**config.mk**
```make
export PLATFORM = sky130hd
export DESIGN_NAME = branch_predict_unit
export DESIGN_NICKNAME = d
export VERILOG_FILES = /design/src/rtl/bpu_pkg.sv /design/src/rtl/bpu_table.sv /design/src/rtl/branch_predict_unit.sv
export SDC_FILE = /design/constraint.sdc
export NUM_CORES = 1
export LEC_CHECK = 0
export BUFFER_PORTS_ARGS = -buffer_cell sky130_fd_sc_hd__buf_2
export CAP_MARGIN = 5
export CELL_PAD_IN_SITES_DETAIL_PLACEMENT = 1
export CELL_PAD_IN_SITES_GLOBAL_PLACEMENT = 1
export CORE_MARGIN = 3
export CORE_UTILIZATION = 40
export CTS_CLUSTER_DIAMETER = 120
export DETAILED_ROUTE_END_ITERATION = 16
export GPL_TIMING_DRIVEN = 0
export PLACE_DENSITY = 0.7
export RECOVER_POWER = 25
export SLEW_MARGIN = 20
export SYNTH_ARGS = -nofsm -noshare
export SYNTH_HDL_FRONTEND = slang
export SYNTH_SLANG_ARGS = --single-unit
export TNS_END_PERCENT = 100
```
**constraint.sdc**
```tcl
create_clock -name clk -period 10.89 [get_ports clk]
set_clock_uncertainty 0.1 [all_clocks]
set_input_delay 2.178 -clock clk [delete_from_list [all_inputs] [get_ports clk]]
set_output_delay 2.178 -clock clk [all_outputs]
set_load 0.02 [all_outputs]
```
**src/rtl/bpu_pkg.sv**
```systemverilog
// ============================================================================
// Module      : bpu_pkg
// Description : Shared types, counter encodings and saturating counter helpers
//               for the branch prediction unit.
// Revision    : 1.0  initial release
// ============================================================================
`default_nettype none

package bpu_pkg;

   // Entry fields are stored at the widest legal PC width; narrower
   // configurations keep the upper bits at zero.
   localparam int BPU_FIELD_W = 32;

   typedef logic [1:0] ctr_t;

   localparam ctr_t CTR_SNT = 2'd0;
   localparam ctr_t CTR_WNT = 2'd1;
   localparam ctr_t CTR_WT  = 2'd2;
   localparam ctr_t CTR_ST  = 2'd3;

   typedef struct packed {
      logic                   valid;
      logic [BPU_FIELD_W-1:0] tag;
      logic [BPU_FIELD_W-1:0] target;
      ctr_t                   ctr;
   } bpu_entry_t;

   localparam bpu_entry_t BPU_ENTRY_RESET = '{
      valid  : 1'b0,
      tag    : '0,
      target : '0,
      ctr    : CTR_WNT
   };

   function automatic ctr_t ctr_inc(input ctr_t c);
      return (c == CTR_ST) ? CTR_ST : ctr_t'(c + 2'd1);
   endfunction

   function automatic ctr_t ctr_dec(input ctr_t c);
      return (c == CTR_SNT) ? CTR_SNT : ctr_t'(c - 2'd1);
   endfunction

endpackage

`default_nettype wire

```
**src/rtl/bpu_table.sv**
```systemverilog
// ============================================================================
// Module      : bpu_table
// Description : Predictor entry array with one combinational read port and one
//               synchronous read-modify-write update port.
// Revision    : 1.0  initial release
// ============================================================================
`default_nettype none

module bpu_table
   import bpu_pkg::*;
#(
   parameter  int PC_W    = 9,
   parameter  int ENTRIES = 16,
   localparam int IDX_W   = $clog2(ENTRIES),
   localparam int TAG_W   = PC_W - IDX_W - 2
) (
   input  logic             clk,
   input  logic             reset,
   // lookup port
   input  logic [IDX_W-1:0] rd_idx,
   output bpu_entry_t       rd_entry,
   // update port
   input  logic             wr_en,
   input  logic [IDX_W-1:0] wr_idx,
   input  logic [TAG_W-1:0] wr_tag,
   input  logic [PC_W-1:0]  wr_target,
   input  logic             wr_taken,
   input  logic             wr_uncond
);

   bpu_entry_t r_mem [ENTRIES];

   bpu_entry_t w_cur;
   bpu_entry_t w_next;
   logic       w_hit;
   logic       w_write;

   assign rd_entry = r_mem[rd_idx];

   assign w_cur = r_mem[wr_idx];
   assign w_hit = w_cur.valid && (w_cur.tag == BPU_FIELD_W'(wr_tag));

   // Taken outcomes either train a hitting entry or allocate over the slot;
   // a not-taken outcome only weakens an entry that already owns this PC.
   always_comb begin
      w_next  = w_cur;
      w_write = 1'b0;
      if (wr_taken) begin
         w_write       = 1'b1;
         w_next.valid  = 1'b1;
         w_next.tag    = BPU_FIELD_W'(wr_tag);
         w_next.target = BPU_FIELD_W'(wr_target);
         if (wr_uncond) begin
            w_next.ctr = CTR_ST;
         end else if (w_hit) begin
            w_next.ctr = ctr_inc(w_cur.ctr);
         end else begin
            w_next.ctr = CTR_WT;
         end
      end else if (w_hit) begin
         w_write    = 1'b1;
         w_next.ctr = ctr_dec(w_cur.ctr);
      end
   end

   always_ff @(posedge clk) begin
      if (reset) begin
         for (int i = 0; i < ENTRIES; i++) begin
            r_mem[i] <= BPU_ENTRY_RESET;
         end
      end else if (wr_en && w_write) begin
         r_mem[wr_idx] <= w_next;
      end
   end

endmodule

`default_nettype wire

```
**src/rtl/branch_predict_unit.sv**
```systemverilog
// ============================================================================
// Module      : branch_predict_unit
// Description : Tagged 2-bit branch predictor with EX-stage resolution, flush
//               and redirect generation.
//               Optional event counters enabled by defining BPU_PERF_EN.
// Revision    : 1.0  initial release
// ============================================================================
`default_nettype none

module branch_predict_unit
   import bpu_pkg::*;
#(
   parameter int PC_W    = 9,
   parameter int ENTRIES = 16
) (
   input  logic            clk,
   input  logic            reset,
   // fetch lookup
   input  logic [PC_W-1:0] if_pc,
   output logic            pred_taken,
   output logic [PC_W-1:0] pred_target,
   // execute resolution
   input  logic            ex_valid,
   input  logic            ex_branch,
   input  logic            ex_jal,
   input  logic            ex_jalr,
   input  logic [PC_W-1:0] ex_pc,
   input  logic [31:0]     ex_imm,
   input  logic [31:0]     ex_rs1,
   input  logic            ex_cmp,
   input  logic            ex_pred_taken,
   input  logic [PC_W-1:0] ex_pred_target,
   output logic            flush,
   output logic [31:0]     redirect_pc,
   output logic [31:0]     link_pc,
   // event counters
   output logic [31:0]     perf_branches,
   output logic [31:0]     perf_mispredicts
);

   localparam int IDX_W = $clog2(ENTRIES);
   localparam int TAG_W = PC_W - IDX_W - 2;

   if ((ENTRIES < 2) || ((1 << IDX_W) != ENTRIES) || (PC_W < IDX_W + 3) || (PC_W > 32))
   begin : g_param_check
      $error("branch_predict_unit: illegal PC_W/ENTRIES combination");
   end

   bpu_entry_t      w_rd_entry;
   logic            w_hit;
   logic            w_unused_target;
   logic [PC_W-1:0] w_if_pc_plus4;
   logic            w_actual_taken;
   logic [PC_W-1:0] w_target;
   logic [PC_W-1:0] w_ex_pc_plus4;
   logic            w_flush;
   logic            w_update;

   // ---------------------------------------------------------------- lookup
   assign w_if_pc_plus4 = if_pc + PC_W'(4);
   assign w_hit         = w_rd_entry.valid &&
                          (w_rd_entry.tag == BPU_FIELD_W'(if_pc[PC_W-1:IDX_W+2]));
   assign pred_taken    = w_hit && w_rd_entry.ctr[1];
   assign pred_target   = w_hit ? w_rd_entry.target[PC_W-1:0] : w_if_pc_plus4;

   // Target bits above PC_W are zero-extension and carry no information.
   assign w_unused_target = ^w_rd_entry.target;

   // ------------------------------------------------------------ resolution
   assign w_actual_taken = ex_jal || ex_jalr || (ex_branch && ex_cmp);
   assign w_target       = ex_jalr ? PC_W'((ex_rs1 + ex_imm) & ~32'd1)
                                   : PC_W'(32'(ex_pc) + ex_imm);
   assign w_ex_pc_plus4  = ex_pc + PC_W'(4);

   assign w_flush = ex_valid &&
                    ((w_actual_taken != ex_pred_taken) ||
                     (w_actual_taken && (w_target != ex_pred_target)));

   assign flush       = w_flush;
   assign redirect_pc = w_flush ? 32'(w_actual_taken ? w_target : w_ex_pc_plus4) : 32'd0;
   assign link_pc     = 32'(w_ex_pc_plus4);

   assign w_update = ex_valid && (ex_branch || ex_jal || ex_jalr);

   // Read and update ports are independent; a same-index lookup sees the
   // pre-update entry until the following cycle.
   bpu_table #(
      .PC_W    (PC_W),
      .ENTRIES (ENTRIES)
   ) u_table (
      .clk       (clk),
      .reset     (reset),
      .rd_idx    (if_pc[IDX_W+1:2]),
      .rd_entry  (w_rd_entry),
      .wr_en     (w_update),
      .wr_idx    (ex_pc[IDX_W+1:2]),
      .wr_tag    (ex_pc[PC_W-1:IDX_W+2]),
      .wr_target (w_target),
      .wr_taken  (w_actual_taken),
      .wr_uncond (ex_jal || ex_jalr)
   );

   // ---------------------------------------------------------- perf events
`ifdef BPU_PERF_EN
   logic [31:0] r_perf_branches;
   logic [31:0] r_perf_mispredicts;

   always_ff @(posedge clk) begin
      if (reset) begin
         r_perf_branches    <= 32'd0;
         r_perf_mispredicts <= 32'd0;
      end else begin
         if (w_update) begin
            r_perf_branches <= r_perf_branches + 32'd1;
         end
         if (w_flush) begin
            r_perf_mispredicts <= r_perf_mispredicts + 32'd1;
         end
      end
   end

   assign perf_branches    = r_perf_branches;
   assign perf_mispredicts = r_perf_mispredicts;
`else
   assign perf_branches    = 32'd0;
   assign perf_mispredicts = 32'd0;
`endif

endmodule

`default_nettype wire

```
; Yosys cells after proc, flatten, opt, wreduce, memory -nomap -nowiden
; Memories as Yosys holds them, arrays and structs flattened.
; Index checks and enable logic that the tools add are counted.
[totals]
mem_bits_ro = 0
ramBits = 1072
mem_count = 1
reg_bits = 0
word_cells = 48
latchBits = 0
inputBits = 99
out_inout_bits = 139
[op_classes]
magnitude_cmp = 0
n_mux = 21
shifts = 0
bitwise_logic = 0
reduce_logical = 15
n_mul = 0
n_eq_ne = 5
n_addsub = 6
div = 0
[mem_list]
columns = name, depth, word_bits, read_ports, rd_ports_with_merged_regs, wr, line_no
row1 = u_table.r_mem, 16, 67, 2, 0, 16, bpu_table.sv:31  ; bpu_entry_t r_mem [ENTRIES];
[ops]
columns = op, count
row1 = $mux W67, 1
row2 = $reduce_or A67 Y1, 1
row3 = $mux W65, 1
row4 = $eq A32 B3 Y1, 2
row5 = $mux W9, 4
row6 = $add A9 B3 Y9 const B, 2
row7 = $add A9 B9 Y9, 2
row8 = $mux W2, 6
row9 = $ne A9 B9 Y1, 1
row10 = $logic_and A1 B1 Y1, 8
row11 = $mux W1, 8
row12 = $logic_or A1 B1 Y1, 5
row13 = $mux W4, 1
row14 = $add A2 B1 Y2 const B, 1
row15 = $eq A2 B2 Y1 const B, 1
row16 = $logic_not A2 Y1, 1
row17 = $sub A2 B1 Y2 const B, 1
row18 = $ne A1 B1 Y1, 1

; Logic depth before layout (Yosys ltp)
; An unclocked memory read counts as a cell.
[logic_depth]
word_depth = 11
depth_mapped = 15
mapped_depth_nobuf = 10

; Hierarchy
; Synthesis repeated with hierarchy kept, for this count alone.
[unflattened]
hier_cells = 3285
area_unflattened_um2 = 54170.7
[by_module_without_submodules]
columns = module, instances, area_each_um2, cells_per_inst, seq_area_each_um2
row1 = bpu_table, 1, 51788.4, 2950, 32190.9
row2 = branch_predict_unit, 1, 2382.3, 335, 0.0

; Worst setup path before layout
; No wires, ideal clock.
[synth_timing]
kind = input-to-output
start = input ex_imm[0]
end = output redirect_pc[8]
path_buffers = 0
required_time_ns = 8.612
cell_stages = 10
path_slack_ns = 3.539
t_arrival_ns = 5.073
path_cell_list = and2_1 -> fa_1 -> a211oi_1 -> o21ai_0 -> a2111oi_0 -> o21ai_0 -> and3_1 -> or3_1 -> a221oi_2 -> nor3_1
[synth_between]
elab_chain_cells = 7
elab_cells_between_ends = 9
classes_between = add/sub: 2 / eq/ne: 1 / mux: 3 / reduce/logical: 3
[synth_lines]
columns = element, line_no
row1 = from (decl), branch_predict_unit.sv:28  ; input logic [31:0] ex_imm,
row2 = "$add A9 B9 Y9, on equally long branches", "branch_predict_unit.sv:72, branch_predict_unit.sv:71"
row3 = $mux W9 (*), branch_predict_unit.sv:71  ; assign w_target = ex_jalr ? PC_W'((ex_rs1 + ex_imm) & ~32'd1)
row4 = $ne A9 B9 Y1, branch_predict_unit.sv:77  ; (w_actual_taken && (w_target != ex_pred_target)));
row5 = $logic_and A1 B1 Y1, branch_predict_unit.sv:77
row6 = $logic_or A1 B1 Y1, branch_predict_unit.sv:76  ; ((w_actual_taken != ex_pred_taken) ||
row7 = $logic_and A1 B1 Y1, branch_predict_unit.sv:75  ; assign w_flush = ex_valid &&
row8 = $mux W9 (*), branch_predict_unit.sv:80  ; assign redirect_pc = w_flush ? 32'(w_actual_taken ? w_target : w_ex_pc_plus4) : 32'd0;
row9 = to (decl), branch_predict_unit.sv:34  ; output logic [31:0] redirect_pc,
; Every way passes the cells marked *; elsewhere a longest branch is shown, timed or not.

; Worst setup path in the final report
[layout_timing]
start = input if_pc[2]
end = output pred_target[5]
[layout_between]
elab_chain_cells = 4
elab_cells_between_ends = 5
classes_between = add/sub: 1 / eq/ne: 1 / mux: 1 / reduce/logical: 1 / memory: 1
[layout_lines]
columns = element, line_no
row1 = from (decl), branch_predict_unit.sv:19  ; input logic [PC_W-1:0] if_pc,
row2 = $mem_v2 Z16 W67, -
row3 = $eq A32 B3 Y1, branch_predict_unit.sv:62  ; (w_rd_entry.tag == BPU_FIELD_W'(if_pc[PC_W-1:IDX_W+2]));
row4 = $logic_and A1 B1 Y1, branch_predict_unit.sv:61  ; assign w_hit = w_rd_entry.valid &&
row5 = $mux W9 (*), branch_predict_unit.sv:64  ; assign pred_target = w_hit ? w_rd_entry.target[PC_W-1:0] : w_if_pc_plus4;
row6 = to (decl), branch_predict_unit.sv:21  ; output logic [PC_W-1:0] pred_target,
; Marks and branches as above.

==> impl_metrics.csv <==
group,metric,value,unit
timing,final.setup.tns,0,ps
setup_path,start_kind,"input pin",
setup_path,crit_family,"buffers and inverters",
synth,ys.flop_type,"edfxtp_1",
detailed_routing,first_pass_iters,6,
detailed_routing,routedWlPerCell,26.9,um
timing,min_period,9570,ps
clocking,h-tree-depth,3,
floorplan,initial_core_util,0.405,
grt,grt_overflow,0,
place,io_buffers,78,
synth,syn_avg_cell_area,15.3,sq um
clocking,clk_pin_slew,60,ps
synth,yosys_warnings,0,
finish,nets,2985,
clocking,cts_hold_buf,0,
timing,slew_headroom,0.0217,
flow_run,cap_violations,0,
finish,largest_register,"u_table.r_mem",
grt,grt_start_max_net_pins,30,
floorplan,ios,238,
floorplan,num_rows,103,
clocking,cts_made_buffers,76,
clocking,postCtsResizedCells,0,
clocking,cts_setup_buffers,0,
setup_path,critPathRequiredTime,8610,ps
detailed_routing,wirelength,107000,um
synth,synth.distinct_cells,86,
finish,syn_to_final_growth,22.1,%
setup_path,path_cells,"buf_2, buf_2, buf_2, buf_1, buf_1, nand4b_1, a211oi_1, o211a_1, a311oi_1, nor4_4, clkbuf_8, mux2_2, buf_2",
setup_path,crit_path_max_fanout,10,
grt,grt_first_pass_wirelength,154000,um
setup_path,critical_path_class,"in -> out",
floorplan,fp.dieH,290,um
setup_path,cpMostUsedCell,"buf_2",
finish,top_regs,"u_table.r_mem (704)",
synth,yosys-top-cells-area,"edfxtp_1 66%, mux4_2 9.5%, buf_4 2.7%, a21oi_1 2.2%, nor4_1 2.0%",
place,dp_worst_setup_slack,1050,ps
finish,fill_cells,8098,
timing,setup-violations-final,0,
grt,grt_pass1_vias,23100,
place,place_congestion,0.930,
finish,seqCellArea,21100,sq um
clocking,cts.sinks,704,
setup_path,reg2reg_setup_slack,5580,ps
detailed_routing,first_iter_violations,2542,
synth,synth_top_area_cell,"edfxtp_1",
min_path,hold_path_class,"reg -> reg",
timing,rsz0062_at_grt,"no",
outcome,status,"complete, no violations",
detailed_routing,drc,0,
power,p_per_area,167,nW/um^2
finish,largest_reg_flops,704,
power,vdd_drop_max,112,uV
detailed_routing,routed_via_density,5.65,
place,dpl.hpwl,76500,um
grt,grt_use_total,0.253,
finish,drive_gt1_frac,0.187,
setup_path,crit_path_top_delay_cell,"buf_1",
timing,timing.final.max_slew_violations,0,
setup_path,cpPeakStageDelay,850,ps
synth,syn-cell-area,32200,sq um
timing,max_freq,105,MHz
setup_path,cp.buffers_inverters,7,
detailed_routing,vias,22400,
floorplan,coreArea,79400,sq um
power,p_leak,14.3,nW
clocking,clk_path_buf_depth,3,
clocking,root_buffer,"clkbuf_16",
grt,antenna_found_initial,2,
clocking,cts_tree,"yes",
setup_path,cp.arrival,7290,ps
synth,ys_ff_latch,704,
floorplan,die_w,290,um
timing,tightest_slew,1470,ps
synth,synth_edf_count,704,
synth,synthCells,2099,
finish,multi_input_area,11800,sq um
timing,hold_viol,0,
finish,num_antenna_cells,0,
synth,yosysSeqAreaShare,0.657,
timing,fin_ws,1320,ps
detailed_routing,ant_nets,0,
clocking,clk_latency,640,ps
floorplan,dieArea,83900,sq um
synth,async_flop_share,0,
timing,fin_crit_sh,0.878,
synth,synth_top_area_frac,0.657,
setup_path,end_kind,"primary output",
==> metrics by stage <==
| step | hold WS, ps | instance area [sq um] | cells | utilization | power, mW |
|---|---|---|---|---|---|
| 6_report | 1120 | 39300 | 3972 | 0.495 | 6.55 |
| 5_1_grt | 1200 | 39300 | 3972 | 0.495 | 6.75 |
| 4_1_cts | 1100 | 39400 | 3970 | 0.496 | 6.56 |
| 3_5_place_dp | 1090 | 37000 | 3834 | 0.466 | 4.06 |
| 3_3_place_gp | 1030 | 36000 | 3800 | 0.454 | 4.00 |
| 2_1_floorplan | 978 | 34300 | 2672 | - | 3.76 |
==> power breakdown <==
part	switching, mW	internal, mW
combinational	0.464	0.266
sequential	0.101	3.20
clock	1.09	1.42
==> worst register-to-register path: stages, from the launching register on <==
cell and delay, ps:
edfxtp_1 400, nor4_1 520, a211oi_1 110, o21ai_0 520, a31oi_1 280, nor4_1 320, and4_1 290, clkbuf_1 330
a21oi_1 360, clkbuf_1 550, o21bai_1 730, buf_12 270, buf_16 200
==> per-layer routing <==
layer  routed length (um)  GRT usage  part of all wire  up-vias
met5                   13          0           0.00012        -
met4                 5030      0.107             0.047        2
met3                 9980     0.0498             0.094      287
met2                51800      0.429              0.49     1331
met1                39900      0.317              0.37    11400
li1                     -          -                 -     9380
==> logic make-up after synthesis <==
logic type	Yosys count	share of synthesized area
flops	704	0.657
buf+inv	262	0.0487
fa+ha+maj	23	0.00937
xor+xnor	25	0.00680
compound gates	301	0.0610
simple gates	610	0.104
other cells	1	0.000116
mux	173	0.113
==> cells in the mapped netlist (11+ instances only) <==
cell      count
edfxtp_1    704
a22oi_1      11
o21ai_0      20
mux4_1       12
buf_2        39
nor3_1      100
mux2i_1      13
clkbuf_1     62
xor2_1       11
nand4_1      44
xnor2_1      14
nor4_1      104
ha_1         20
a21oi_1     142
nor4b_1      26
nand3_1      27
or4_1        28
nor2_1      139
nand2_1      64
mux2_2       12
mux4_2      136
buf_1        13
a211oi_1     20
inv_1        20
buf_4       115
and2_1       13
o21bai_1     16
==> area by class of cell <==
cell class	instances	share of cell area
Sequential cell	704	0.538
Multi-Input combinational cell	1706	0.300
Clock buffer	94	0.0506
Buffer	239	0.0369
Tap cell	1050	0.0334
Timing Repair Buffer	114	0.0299
Clock inverter	42	0.00967
Inverter	23	0.00220
==> layout by cell type (no fill, tap or decap), types with 13 or more instances in the layout <==
master / count
buf_16: 15
xnor2_1: 14
nand2_1: 64
mux2i_1: 13
buf_12: 19
o21ai_0: 18
a21oi_1: 142
conb_1: 574
and2_1: 13
nand3_1: 27
nor4_1: 104
buf_2: 104
nor4b_1: 26
nand4_1: 44
inv_1: 20
a211oi_1: 20
or4_1: 28
clkbuf_16: 77
nor3_1: 99
clkbuf_1: 100
nor2_1: 139
clkinv_1: 24
o21bai_4: 14
buf_4: 115
ha_1: 20
mux4_2: 136
edfxtp_1: 704
==> worst paths after layout <==
check,startpoint,end,depth (start not counted)
max reg2reg,u_table.r_mem[9][60],u_table.r_mem[0][51],12
min,u_table.r_mem[3][9],u_table.r_mem[1][9],4
max,if_pc[2],pred_target[5],13
min reg2reg,u_table.r_mem[3][9],u_table.r_mem[1][9],4
(Power assumes the default switching activity.)
